**config.mk**
```make
export PLATFORM = sky130hd
export DESIGN_NAME = video_sync_timer
export DESIGN_NICKNAME = d
export VERILOG_FILES = /design/src/rtl/video_sync_timer_pkg.sv /design/src/rtl/video_sync_timer_axis.sv /design/src/rtl/video_sync_timer.sv
export SDC_FILE = /design/constraint.sdc
export NUM_CORES = 1
export LEC_CHECK = 0
export CAP_MARGIN = 20
export CORE_MARGIN = 2
export CORE_UTILIZATION = 57
export DETAILED_ROUTE_END_ITERATION = 10
export PLACE_DENSITY = 0.83
export SLEW_MARGIN = 20
export SYNTH_ARGS = -nofsm -noshare
export SYNTH_HDL_FRONTEND = slang
export SYNTH_SLANG_ARGS = --single-unit
```
**constraint.sdc**
```tcl
create_clock -name CLK -period 9.1 [get_ports CLK]
set_input_delay 0.91 -clock CLK [delete_from_list [all_inputs] [get_ports CLK]]
set_output_delay 0.91 -clock CLK [all_outputs]
set_load 0.01 [all_outputs]
```
**src/rtl/video_sync_timer_pkg.sv**
```systemverilog
// -----------------------------------------------------------------------------
// video_sync_timer_pkg
// Shared definitions for the video timing generator:
//   - 640x480@60 reference segment lengths (pixels / lines)
//   - sync polarity constants
//   - sync_level(): maps "inside sync pulse" plus polarity to the pin level
// No ports (package).
// -----------------------------------------------------------------------------
package video_sync_timer_pkg;

    // 640x480@60 horizontal segments, in pixels
    localparam int VGA640_H_ACTIVE = 640;
    localparam int VGA640_H_FRONT  = 16;
    localparam int VGA640_H_SYNC   = 96;
    localparam int VGA640_H_BACK   = 48;

    // 640x480@60 vertical segments, in lines
    localparam int VGA640_V_ACTIVE = 480;
    localparam int VGA640_V_FRONT  = 10;
    localparam int VGA640_V_SYNC   = 2;
    localparam int VGA640_V_BACK   = 33;

    // Sync polarity encodings
    localparam logic SYNC_POS = 1'b1;
    localparam logic SYNC_NEG = 1'b0;

    // Segment lengths of one axis, wide enough for any supported mode
    typedef struct packed {
        logic [15:0] active;
        logic [15:0] front;
        logic [15:0] sync;
        logic [15:0] back;
    } axis_timing_t;

    localparam axis_timing_t VGA640_H = '{16'd640, 16'd16, 16'd96, 16'd48};
    localparam axis_timing_t VGA640_V = '{16'd480, 16'd10, 16'd2, 16'd33};

    // Pin level for a sync output: asserted level equals the polarity bit
    function automatic logic sync_level(input logic in_pulse, input logic pol);
        logic level;
        if (in_pulse) begin
            level = pol;
        end else begin
            level = ~pol;
        end
        return level;
    endfunction

endpackage

```
**src/rtl/video_sync_timer_axis.sv**
```systemverilog
// -----------------------------------------------------------------------------
// sync_axis_counter
// One timing axis (horizontal or vertical): position counter over
// Active+Front+Sync+Back, wrap strobe, registered sync and in-active flags,
// and a configuration-legality flag.
// Ports:
//   CLK, RESET        clock, synchronous active-high clear (also used as hold)
//   Advance           step the position this cycle
//   Active/Front/Sync/Back  segment lengths (shadowed by the parent)
//   Pol               sync polarity to apply from the next cycle on
//   Count             current position
//   Wrap              Advance at the last position (combinational)
//   SyncOut, InActive registered from the next position, aligned with Count
//   Error             segment set is illegal (combinational from inputs)
// -----------------------------------------------------------------------------
module sync_axis_counter
    import video_sync_timer_pkg::*;
#(
    parameter int W = 10
) (
    input  logic         CLK,
    input  logic         RESET,
    input  logic         Advance,
    input  logic [W-1:0] Active,
    input  logic [W-1:0] Front,
    input  logic [W-1:0] Sync,
    input  logic [W-1:0] Back,
    input  logic         Pol,
    output logic [W-1:0] Count,
    output logic         Wrap,
    output logic         SyncOut,
    output logic         InActive,
    output logic         Error
);

    // A total of exactly 2^W still fits a W-bit position counter
    localparam logic [W+1:0] LIMIT = (W+2)'(1) << W;

    logic [W-1:0] count_q, count_d;
    logic         sync_q, sync_d;
    logic         act_q, act_d;
    logic [W+1:0] sync_lo_s, sync_hi_s, total_s, count_ext_s, next_ext_s;

    // Segment boundaries, wrap detection and legality
    always_comb begin
        sync_lo_s   = {2'b00, Active} + {2'b00, Front};
        sync_hi_s   = sync_lo_s + {2'b00, Sync};
        total_s     = sync_hi_s + {2'b00, Back};
        count_ext_s = {2'b00, count_q};
        Wrap        = Advance && (count_ext_s == (total_s - (W+2)'(1)));
        Error       = (Active == {W{1'b0}}) || (Sync == {W{1'b0}}) ||
                      (total_s > LIMIT);
    end

    // Next position and the flags that belong to it
    always_comb begin
        if (Wrap) begin
            count_d = {W{1'b0}};
        end else if (Advance) begin
            count_d = count_q + W'(1);
        end else begin
            count_d = count_q;
        end
        next_ext_s = {2'b00, count_d};
        sync_d = sync_level((next_ext_s >= sync_lo_s) && (next_ext_s < sync_hi_s), Pol);
        act_d  = (next_ext_s < {2'b00, Active});
    end

    // Position and output registers; clear parks at position 0, which is
    // inside the active segment of every legal configuration
    always_ff @(posedge CLK) begin
        if (RESET) begin
            count_q <= {W{1'b0}};
            sync_q  <= sync_level(1'b0, Pol);
            act_q   <= 1'b1;
        end else begin
            count_q <= count_d;
            sync_q  <= sync_d;
            act_q   <= act_d;
        end
    end

    assign Count    = count_q;
    assign SyncOut  = sync_q;
    assign InActive = act_q;

endmodule

```
**src/rtl/video_sync_timer.sv**
```systemverilog
// -----------------------------------------------------------------------------
// video_sync_timer
// Combined horizontal/vertical video timing generator with runtime timing
// inputs that are shadowed at frame boundaries.
// Ports:
//   CLK, RESET              system clock, synchronous active-high reset
//   Enable                  1 = run, 0 = freeze everything (pulses 0)
//   PixelDiv                one pixel tick every PixelDiv+1 clocks
//   HActive..HBack          horizontal segment lengths (pixels)
//   VActive..VBack          vertical segment lengths (lines)
//   HSyncPol, VSyncPol      1 = sync pulse high, 0 = sync pulse low
//   PixelTick               one-clock pixel strobe
//   hsync, vsync            registered sync outputs
//   xposition, yposition    current pixel column / line
//   ActiveVideo             inside the active picture area
//   LineEnd, FrameEnd       strobes on the last pixel of a line / frame
//   ConfigError             shadowed configuration is illegal
// -----------------------------------------------------------------------------
module video_sync_timer
    import video_sync_timer_pkg::*;
#(
    parameter int XBITS   = 10,
    parameter int YBITS   = 10,
    parameter int DIVBITS = 2
) (
    input  logic               CLK,
    input  logic               RESET,
    input  logic               Enable,
    input  logic [DIVBITS-1:0] PixelDiv,
    input  logic [XBITS-1:0]   HActive,
    input  logic [XBITS-1:0]   HFront,
    input  logic [XBITS-1:0]   HSync,
    input  logic [XBITS-1:0]   HBack,
    input  logic [YBITS-1:0]   VActive,
    input  logic [YBITS-1:0]   VFront,
    input  logic [YBITS-1:0]   VSync,
    input  logic [YBITS-1:0]   VBack,
    input  logic               HSyncPol,
    input  logic               VSyncPol,
    output logic               PixelTick,
    output logic               hsync,
    output logic               vsync,
    output logic [XBITS-1:0]   xposition,
    output logic [YBITS-1:0]   yposition,
    output logic               ActiveVideo,
    output logic               LineEnd,
    output logic               FrameEnd,
    output logic               ConfigError
);

    logic [DIVBITS-1:0] div_q, div_d, pdiv_q, pdiv_d;
    logic [XBITS-1:0]   hact_q, hact_d, hfr_q, hfr_d, hsy_q, hsy_d, hbk_q, hbk_d;
    logic [YBITS-1:0]   vact_q, vact_d, vfr_q, vfr_d, vsy_q, vsy_d, vbk_q, vbk_d;
    logic               hpol_q, hpol_d, vpol_q, vpol_d;
    logic               load_s, cfg_err_s, h_err_s, v_err_s, tick_s;
    logic               h_wrap_s, v_wrap_s, axis_rst_s, h_act_s, v_act_s;

    assign cfg_err_s  = h_err_s | v_err_s;
    // An illegal configuration parks both axes exactly like a reset does
    assign axis_rst_s = RESET | cfg_err_s;

    // Pixel strobe: only while running a legal configuration
    always_comb begin
        if (!RESET && Enable && !cfg_err_s) begin
            tick_s = (div_q == pdiv_q);
        end else begin
            tick_s = 1'b0;
        end
    end

    // Divider next state: wraps on the tick, holds when disabled
    always_comb begin
        if (cfg_err_s || tick_s) begin
            div_d = {DIVBITS{1'b0}};
        end else if (Enable) begin
            div_d = div_q + DIVBITS'(1);
        end else begin
            div_d = div_q;
        end
    end

    // Shadow next state: reload at frame end, and every cycle while illegal
    always_comb begin
        load_s = RESET || (Enable && (cfg_err_s || v_wrap_s));
        if (load_s) begin
            pdiv_d = PixelDiv;
            hact_d = HActive;  hfr_d = HFront;  hsy_d = HSync;  hbk_d = HBack;
            vact_d = VActive;  vfr_d = VFront;  vsy_d = VSync;  vbk_d = VBack;
            hpol_d = HSyncPol; vpol_d = VSyncPol;
        end else begin
            pdiv_d = pdiv_q;
            hact_d = hact_q;   hfr_d = hfr_q;   hsy_d = hsy_q;   hbk_d = hbk_q;
            vact_d = vact_q;   vfr_d = vfr_q;   vsy_d = vsy_q;   vbk_d = vbk_q;
            hpol_d = hpol_q;   vpol_d = vpol_q;
        end
    end

    // Divider and shadow registers
    always_ff @(posedge CLK) begin
        if (RESET) begin
            div_q  <= {DIVBITS{1'b0}};
            pdiv_q <= PixelDiv;
            hact_q <= HActive;  hfr_q <= HFront;  hsy_q <= HSync;  hbk_q <= HBack;
            vact_q <= VActive;  vfr_q <= VFront;  vsy_q <= VSync;  vbk_q <= VBack;
            hpol_q <= HSyncPol; vpol_q <= VSyncPol;
        end else begin
            div_q  <= div_d;
            pdiv_q <= pdiv_d;
            hact_q <= hact_d;   hfr_q <= hfr_d;   hsy_q <= hsy_d;   hbk_q <= hbk_d;
            vact_q <= vact_d;   vfr_q <= vfr_d;   vsy_q <= vsy_d;   vbk_q <= vbk_d;
            hpol_q <= hpol_d;   vpol_q <= vpol_d;
        end
    end

    // Polarity goes in as the next shadow value so a polarity change at a
    // frame boundary reaches the registered sync pin on the first pixel.
    sync_axis_counter #(.W(XBITS)) u_h_axis (
        .CLK      (CLK),
        .RESET    (axis_rst_s),
        .Advance  (tick_s),
        .Active   (hact_q),
        .Front    (hfr_q),
        .Sync     (hsy_q),
        .Back     (hbk_q),
        .Pol      (hpol_d),
        .Count    (xposition),
        .Wrap     (h_wrap_s),
        .SyncOut  (hsync),
        .InActive (h_act_s),
        .Error    (h_err_s)
    );

    sync_axis_counter #(.W(YBITS)) u_v_axis (
        .CLK      (CLK),
        .RESET    (axis_rst_s),
        .Advance  (h_wrap_s),
        .Active   (vact_q),
        .Front    (vfr_q),
        .Sync     (vsy_q),
        .Back     (vbk_q),
        .Pol      (vpol_d),
        .Count    (yposition),
        .Wrap     (v_wrap_s),
        .SyncOut  (vsync),
        .InActive (v_act_s),
        .Error    (v_err_s)
    );

    assign PixelTick   = tick_s;
    assign LineEnd     = h_wrap_s;
    assign FrameEnd    = v_wrap_s;
    assign ConfigError = cfg_err_s;
    assign ActiveVideo = h_act_s & v_act_s & ~cfg_err_s;

endmodule

```
# Word level (Yosys, flattened, before mapping)
# Index checks and enable logic that the tools add are counted.
dict set report op_classes {
  magnitude_cmp 8
  reduce_logical 22
  n_mux 31
  n_bitwise 7
  addsub 11
  eq_ne 3
}
# cell n
set ops {}
lappend ops {{$mux W10} 20}
lappend ops {{$add A12 B10 Y12} 4}
lappend ops {{$logic_not A10 Y1} 4}
lappend ops {{$eq A10 B12 Y1} 2}
lappend ops {{$ge A10 B12 Y1} 2}
lappend ops {{$gt A12 B11 Y1 const B} 2}
lappend ops {{$lt A10 B12 Y1} 2}
lappend ops {{$sub A12 B1 Y12 const B} 2}
lappend ops {{$add A10 B10 Y11} 2}
lappend ops {{$add A10 B1 Y10 const B} 2}
lappend ops {{$lt A10 B10 Y1} 2}
lappend ops {{$mux W1} 9}
lappend ops {{$logic_and A1 B1 Y1} 7}
lappend ops {{$logic_or A1 B1 Y1} 7}
lappend ops {{$mux W2} 2}
lappend ops {{$not A1 Y1} 3}
lappend ops {{$add A2 B1 Y2 const B} 1}
lappend ops {{$and A1 B1 Y1} 2}
lappend ops {{$eq A2 B2 Y1} 1}
lappend ops {{$logic_not A1 Y1} 2}
lappend ops {{$or A1 B1 Y1} 2}
lappend ops {{$reduce_bool A2 Y1} 1}
lappend ops {{$reduce_or A2 Y1} 1}
dict set report word_totals {
  elab_cells 100
  output_inout_bits 27
  register_bits 110
}

# Logic depth before layout (Yosys ltp)
# Gate-level depths: netlist of run 1.
dict set report logic_depth {
  ltp_word 18
  depth_mapped 38
  mapped_depth_nobuf 38
}

# Cells and area by module
# A second synthesis of run 1 with hierarchy kept.
dict set report unflattened {
  hier_cells 945
  area_unflattened_um2 9266.4
}
# mod instances cells_per_inst area_per_inst_um2
set modules_own_cells {}
lappend modules_own_cells {{sync_axis_counter (u_h_axis)} 1 426 3323.2}
lappend modules_own_cells {{sync_axis_counter (u_v_axis)} 1 409 3216.8}
lappend modules_own_cells {video_sync_timer 1 110 2726.4}

# Worst setup path before layout of run 1
# No wires, ideal clock.
dict set report synth_path {
  path_type {reg-to-reg}
  startpoint {reg hact_q[0]}
  endpoint {reg u_v_axis.sync_q, in the netlist u_v_axis.SyncOut}
  stages_incl_launch_ff 35
  t_arrival_ps 7646
  path_buffers 1
  synth_period_minus_slack_ps 7718
  setup_time_ps 72
  t_required_ps 9028
  setup_slack_ps 1382
  path_cell_list {edfxtp_1 > ha_1 > fa_1 > a21oi_1 > o21ba_2 > xnor2_1 > ha_1 > a21oi_1 > o21ai_0 > o31a_1 > xor2_1 > ha_1 > and3_1 > nor4b_1 > o21bai_1 > a2111oi_0 > a211oi_1 > nor3_1 > xor2_1 > or4_4 > nor3_2 > buf_2 > inv_1 > nor2_1 > nor2_1 > ha_1 > a21o_1 > a21o_1 > a21oi_1 > nor2b_1 > o21ai_0 > a21oi_1 > or4_1 > a31oi_1 > xnor2_1}
}
dict set report synth_between {
  elab_cells_between_ends 28
  cone_classes {add/sub: 4; order compare: 3; eq/ne: 1; mux: 6; bitwise: 3; reduce/logical: 11}
}
# element line
set synth_rtl {}
lappend synth_rtl {{start, declared} video_sync_timer.sv:52} ;# logic [XBITS-1:0] hact_q, hact_d, hfr_q, hfr_d, hsy_q, hsy_d, hbk_q, hbk_d;
lappend synth_rtl {{start signal, assigned} video_sync_timer.sv:103} ;# hact_q <= HActive; hfr_q <= HFront; hsy_q <= HSync; hbk_q <= HBack;
lappend synth_rtl {{start signal, assigned} video_sync_timer.sv:109} ;# hact_q <= hact_d; hfr_q <= hfr_d; hsy_q <= hsy_d; hbk_q <= hbk_d;
lappend synth_rtl {{$add A10 B10 Y11} video_sync_timer_axis.sv:46} ;# sync_lo_s = {2'b00, Active} + {2'b00, Front};
lappend synth_rtl {{$add A12 B10 Y12} video_sync_timer_axis.sv:47} ;# sync_hi_s = sync_lo_s + {2'b00, Sync};
lappend synth_rtl {{$add A12 B10 Y12} video_sync_timer_axis.sv:48} ;# total_s = sync_hi_s + {2'b00, Back};
lappend synth_rtl {{$gt A12 B11 Y1} video_sync_timer_axis.sv:52} ;# (total_s > LIMIT);
lappend synth_rtl {{$logic_or A1 B1 Y1} video_sync_timer_axis.sv:51} ;# Error = (Active == {W{1'b0}}) || (Sync == {W{1'b0}}) ||
lappend synth_rtl {{$or A1 B1 Y1} video_sync_timer.sv:58} ;# assign cfg_err_s = h_err_s | v_err_s;
lappend synth_rtl {{$logic_not A1 Y1} video_sync_timer.sv:64} ;# if (!RESET && Enable && !cfg_err_s) begin
lappend synth_rtl {{$logic_and A1 B1 Y1} video_sync_timer.sv:64}
lappend synth_rtl {{$mux W1} video_sync_timer.sv:64}
lappend synth_rtl {{$logic_and A1 B1 Y1 * (2 in series)} video_sync_timer_axis.sv:50} ;# Wrap = Advance && (count_ext_s == (total_s - (W+2)'(1)));
lappend synth_rtl {{net FrameEnd} video_sync_timer.sv:47} ;# output logic FrameEnd,
lappend synth_rtl {{$mux W10 *} video_sync_timer_axis.sv:57} ;# if (Wrap) begin
lappend synth_rtl {{net u_v_axis.count_d[5]} video_sync_timer_axis.sv:39} ;# logic [W-1:0] count_q, count_d;
lappend synth_rtl {{$ge A10 B12 Y1 / $lt A10 B12 Y1 (equally long branches)} video_sync_timer_axis.sv:65} ;# sync_d = sync_level((next_ext_s >= sync_lo_s) && (next_ext_s < sync_hi_s), Pol);
lappend synth_rtl {{$logic_and A1 B1 Y1 *} video_sync_timer_axis.sv:65}
lappend synth_rtl {{$mux W1 *} video_sync_timer_pkg.sv:41} ;# if (in_pulse) begin
lappend synth_rtl {{$mux W1 *} video_sync_timer_axis.sv:72} ;# if (RESET) begin
lappend synth_rtl {{end signal, assigned} video_sync_timer_axis.sv:74} ;# sync_q <= sync_level(1'b0, Pol);
lappend synth_rtl {{end signal, assigned} video_sync_timer_axis.sv:78} ;# sync_q <= sync_d;
lappend synth_rtl {{end, declared} video_sync_timer_axis.sv:40} ;# logic sync_q, sync_d;
# Mark *: on every way through the listed nets, which the timed path passes. The rest lies on a longest branch.
# A chain may end at the register's enable or synchronous reset.

# Worst setup path in the final report of run 1
dict set report layout_path {
  startpoint {reg hact_q[0]}
  endpoint {reg u_v_axis.sync_q, in the netlist u_v_axis.SyncOut}
}
dict set report layout_between {
  elab_cells_between_ends 28
  cone_classes {add/sub: 4; order compare: 3; eq/ne: 1; mux: 6; bitwise: 3; reduce/logical: 11}
}
# element line
set layout_rtl {}
lappend layout_rtl {{$add A10 B10 Y11} video_sync_timer_axis.sv:46}
lappend layout_rtl {{$add A12 B10 Y12} video_sync_timer_axis.sv:47}
lappend layout_rtl {{$add A12 B10 Y12} video_sync_timer_axis.sv:48}
lappend layout_rtl {{$gt A12 B11 Y1} video_sync_timer_axis.sv:52}
lappend layout_rtl {{$logic_or A1 B1 Y1} video_sync_timer_axis.sv:51}
lappend layout_rtl {{$or A1 B1 Y1} video_sync_timer.sv:58}
lappend layout_rtl {{$logic_not A1 Y1} video_sync_timer.sv:64}
lappend layout_rtl {{$logic_and A1 B1 Y1} video_sync_timer.sv:64}
lappend layout_rtl {{$mux W1} video_sync_timer.sv:64}
lappend layout_rtl {{$logic_and A1 B1 Y1 *} video_sync_timer_axis.sv:50}
lappend layout_rtl {{$mux W10 / $logic_and A1 B1 Y1 (equally long branches)} {video_sync_timer_axis.sv:59, video_sync_timer_axis.sv:50}}
lappend layout_rtl {{$mux W10 *} video_sync_timer_axis.sv:57}
lappend layout_rtl {{net u_v_axis.count_d[5]} video_sync_timer_axis.sv:39}
lappend layout_rtl {{$ge A10 B12 Y1 / $lt A10 B12 Y1 (equally long branches)} video_sync_timer_axis.sv:65}
lappend layout_rtl {{$logic_and A1 B1 Y1 *} video_sync_timer_axis.sv:65}
lappend layout_rtl {{$mux W1 *} video_sync_timer_pkg.sv:41}
lappend layout_rtl {{$mux W1 *} video_sync_timer_axis.sv:72}
# Marks and branches as above.

==> impl_metrics.json, run 1 <==
{
  "cts.sinks": 110,
  "cts.path.max_buffers": 2,
  "clock_latency_ps": 370,
  "drv_slew": 0,
  "cp_slowest_stage_delay_ps": 490,
  "crit_slowest_cell": "or4b_1",
  "hold_depth": 1,
  "synth_cells": 926,
  "worstSetupPathType": "reg -> reg",
  "avgSynthCellArea_um2": 9.67,
  "setup_violations": 0,
  "worst-path-buf-inv": 2,
  "cp-startpoint": "hact_q[0]",
  "clk_pin_slew_worst_paths_ps": 80,
  "tightest_slew_ps": 655,
  "synth_top_flop_cell": "edfxtp_1",
  "vias": 7372,
  "ys_seq_area_share_pct": 33.8,
  "yosys.area.top_type_share_pct": 27.5,
  "drv_cap": 0,
  "yosysWarnings": 0,
  "r2r_cells": 35,
  "skew_ps": 10.5,
  "drt_iter0_markers": 565,
  "gp_congestion": 0.937,
  "arrival_ps": 8740,
  "timing.final.crit_share_pct": 92.7,
  "grt_pass1_vias": 7034,
  "antenna_found_initial": 0,
  "core_um2": 15300,
  "finalHoldViolCount": 0,
  "hold_path_class": "reg -> reg",
  "die-area_um2": 16700,
  "cts_tree": "yes",
  "remaining_drc_errors": 0,
  "layout_setup_ws_ps": 668,
  "hold_start": "vpol_q",
  "drive_gt1_share_pct": 4.38,
  "ys_ff_latch": 110,
  "h-tree-depth": 3,
  "firstDrtPassIters": 5,
  "syn-num-nets": 1142,
  "cp-start-kind": "flop",
  "pre_cts_ws_ps": 535,
  "fp.dieH_um": 129,
  "grt_use_total_pct": 25.6,
  "nNetsFinal": 1262,
  "max_freq_mhz": 119,
  "num_antenna_cells": 0,
  "async_flop_share_pct": 0,
  "r2r-end": "u_v_axis.SyncOut",
  "io_pins": 114,
  "fillers": 1181,
  "critPathMaxFanout": 14,
  "start_util_pct": 58.7,
  "cts_buffers": 9,
  "grt_pass1_wl_mm": 33.7,
  "min_to": "vpol_q",
  "ys_top_cells_by_count": "ha_1, inv_1, edfxtp_1, nor2_1, a21oi_1",
  "maxSlewHeadroom_pct": 56.3,
  "synth.distinct_cells": 71,
  "overflow": 0,
  "r2r_setup_slack_ps": 670,
  "hpwl_mm": 16.8,
  "status": "complete, no violations",
  "row_count": 45,
  "critPathTopFamily": "simple AND/OR/NAND/NOR gates",
  "fin_setup_tns_ps": 0,
  "synth-edff-count": 82,
  "worstReg2RegStart": "hact_q[0]",
  "root_buffer": "clkbuf_16",
  "setup.worst_path.end_class": "flop",
  "routed_wl_mm": 20.9,
  "grt_max_degree": 46,
  "via_per_inst": 5.84,
  "synth.most_common_cell": "ha_1",
  "synthTopCellsByArea": "edfxtp_1, ha_1, dfxtp_1",
  "synthToLayoutAreaGrowth_pct": 19.3,
  "antenna_left": 0,
  "finalWorstPathRequiredPeriod_ps": 8430,
  "netlist_area_um2": 8950,
  "cp.required_ps": 9400,
  "die_w_um": 129,
  "port_buffers": 113,
  "yosysTopAreaCell": "edfxtp_1",
  "wl_per_cell_um": 16.6
}
## logic make-up after synthesis
kind of cell / count (synthesis) / synth area share, %
fa+ha+maj: 129 / 18.5
flops: 110 / 33.8
compound gates: 229 / 17.3
xor+xnor: 92 / 9.78
simple gates: 261 / 15.5
buf+inv: 99 / 4.26
mux: 6 / 0.797
## worst register-to-register path, delay by kind of cell (launching register included)
family / cells / cell delay, ps
flops: 1 / 420
fa+ha+maj: 5 / 1700
compound gates: 12 / 2120
xor+xnor: 3 / 530
buf+inv: 2 / 320
mux: 1 / 290
simple gates: 12 / 2970
## worst max path at each step
stage | cells after the start | end | slack (ps)
detailed placement | 35 | u_v_axis.SyncOut | 540
floorplan | 34 | u_v_axis.SyncOut | 1380
CTS | 35 | u_v_axis.SyncOut | 470
global route | 35 | u_v_axis.SyncOut | -8
finish | 35 | u_v_axis.SyncOut | 670
global placement | 35 | u_v_axis.SyncOut | 760
## layout make-up
class                           instances  area [µm²]  area share, %
Multi-Input combinational cell        717        5560           52.1
Sequential cell                       110        3020           28.3
Timing Repair Buffer                  118        1180           11.1
Inverter                               90         339           3.18
Tap cell                              211         264           2.47
Clock buffer                            9         225           2.11
Clock inverter                          7        85.1          0.797
## stage by stage
step           hold slack, ps  area (µm²)  util (%)  std cells
6_report                  503       10700      70.0       1262
5_1_grt                   518       10700      70.0       1262
4_1_cts                   502       10700      69.9       1262
3_5_place_dp              482       10400      67.9       1246
3_3_place_gp              478       10400      67.9       1246
2_1_floorplan             455        8950         -        926
## state kept, by name, summed over array words and instances (netlist names)
signal	cells
u_v_axis.Count	10
hbk_q	10
vfr_q	10
u_h_axis.Count	10
hfr_q	10
u_h_axis.SyncOut	1
u_v_axis.InActive	1
hsy_q	10
hact_q	10
pdiv_q	2
u_h_axis.InActive	1
vbk_q	10
vsy_q	10
div_q	2
vpol_q	1
vact_q	10
u_v_axis.SyncOut	1
hpol_q	1
## metal layers
metal | routed length, µm | global-route usage [%]
met2 | 9330 | 40.7
met1 | 10000 | 36.2
met4 | 298 | 6.27
met3 | 1290 | 4.75
met5 | 0 | 0
## placed cells by master (no fill, tap or decap), types with 4 or more instances in the layout
cell / instances
nand3b_1: 5
xnor2_1: 55
and3_1: 12
o2111ai_1: 6
nor4_1: 10
o21ai_0: 45
clkdlybuf4s50_1: 113
or2_2: 6
nor2_1: 70
nand2b_1: 19
a21oi_1: 60
a311oi_1: 4
a21o_1: 27
a211oi_1: 11
inv_1: 89
ha_1: 123
nor3_1: 11
clkbuf_16: 9
nand2_1: 32
o21bai_1: 12
dfxtp_1: 28
and2_1: 7
xor2_1: 32
fa_1: 6
nor2b_1: 20
and4_1: 4
nand4_1: 21
edfxtp_1: 82
buf_4: 4
a2111oi_0: 6
nand3_1: 26
xnor3_1: 4
o211ai_1: 5
o21a_1: 8
a31oi_1: 6
## timing repair
item                                    CTS  global route
endpoints found under the setup margin    0             3
endpoints found under the hold margin     0             0
hold buffers                              0             0
resized for setup                         0             2
setup buffers                             0             0
Power of run 1 is left out: the tool's default activity adds up to more than one toggle a clock period on the data nets, which glitch-free logic cannot reach.
==> run 2: changes to the inputs <==
--- a/config.mk
+++ b/config.mk
@@ -8,6 +8,7 @@
 export CAP_MARGIN = 20
 export CORE_MARGIN = 2
 export CORE_UTILIZATION = 57
+export CTS_CLUSTER_SIZE = 20
 export DETAILED_ROUTE_END_ITERATION = 10
 export PLACE_DENSITY = 0.83
 export SLEW_MARGIN = 20
==> results of run 2 <==
No change in the layout: final DEF, timing and power equal those of run 1.
Power of run 2 is left out for the same reason.
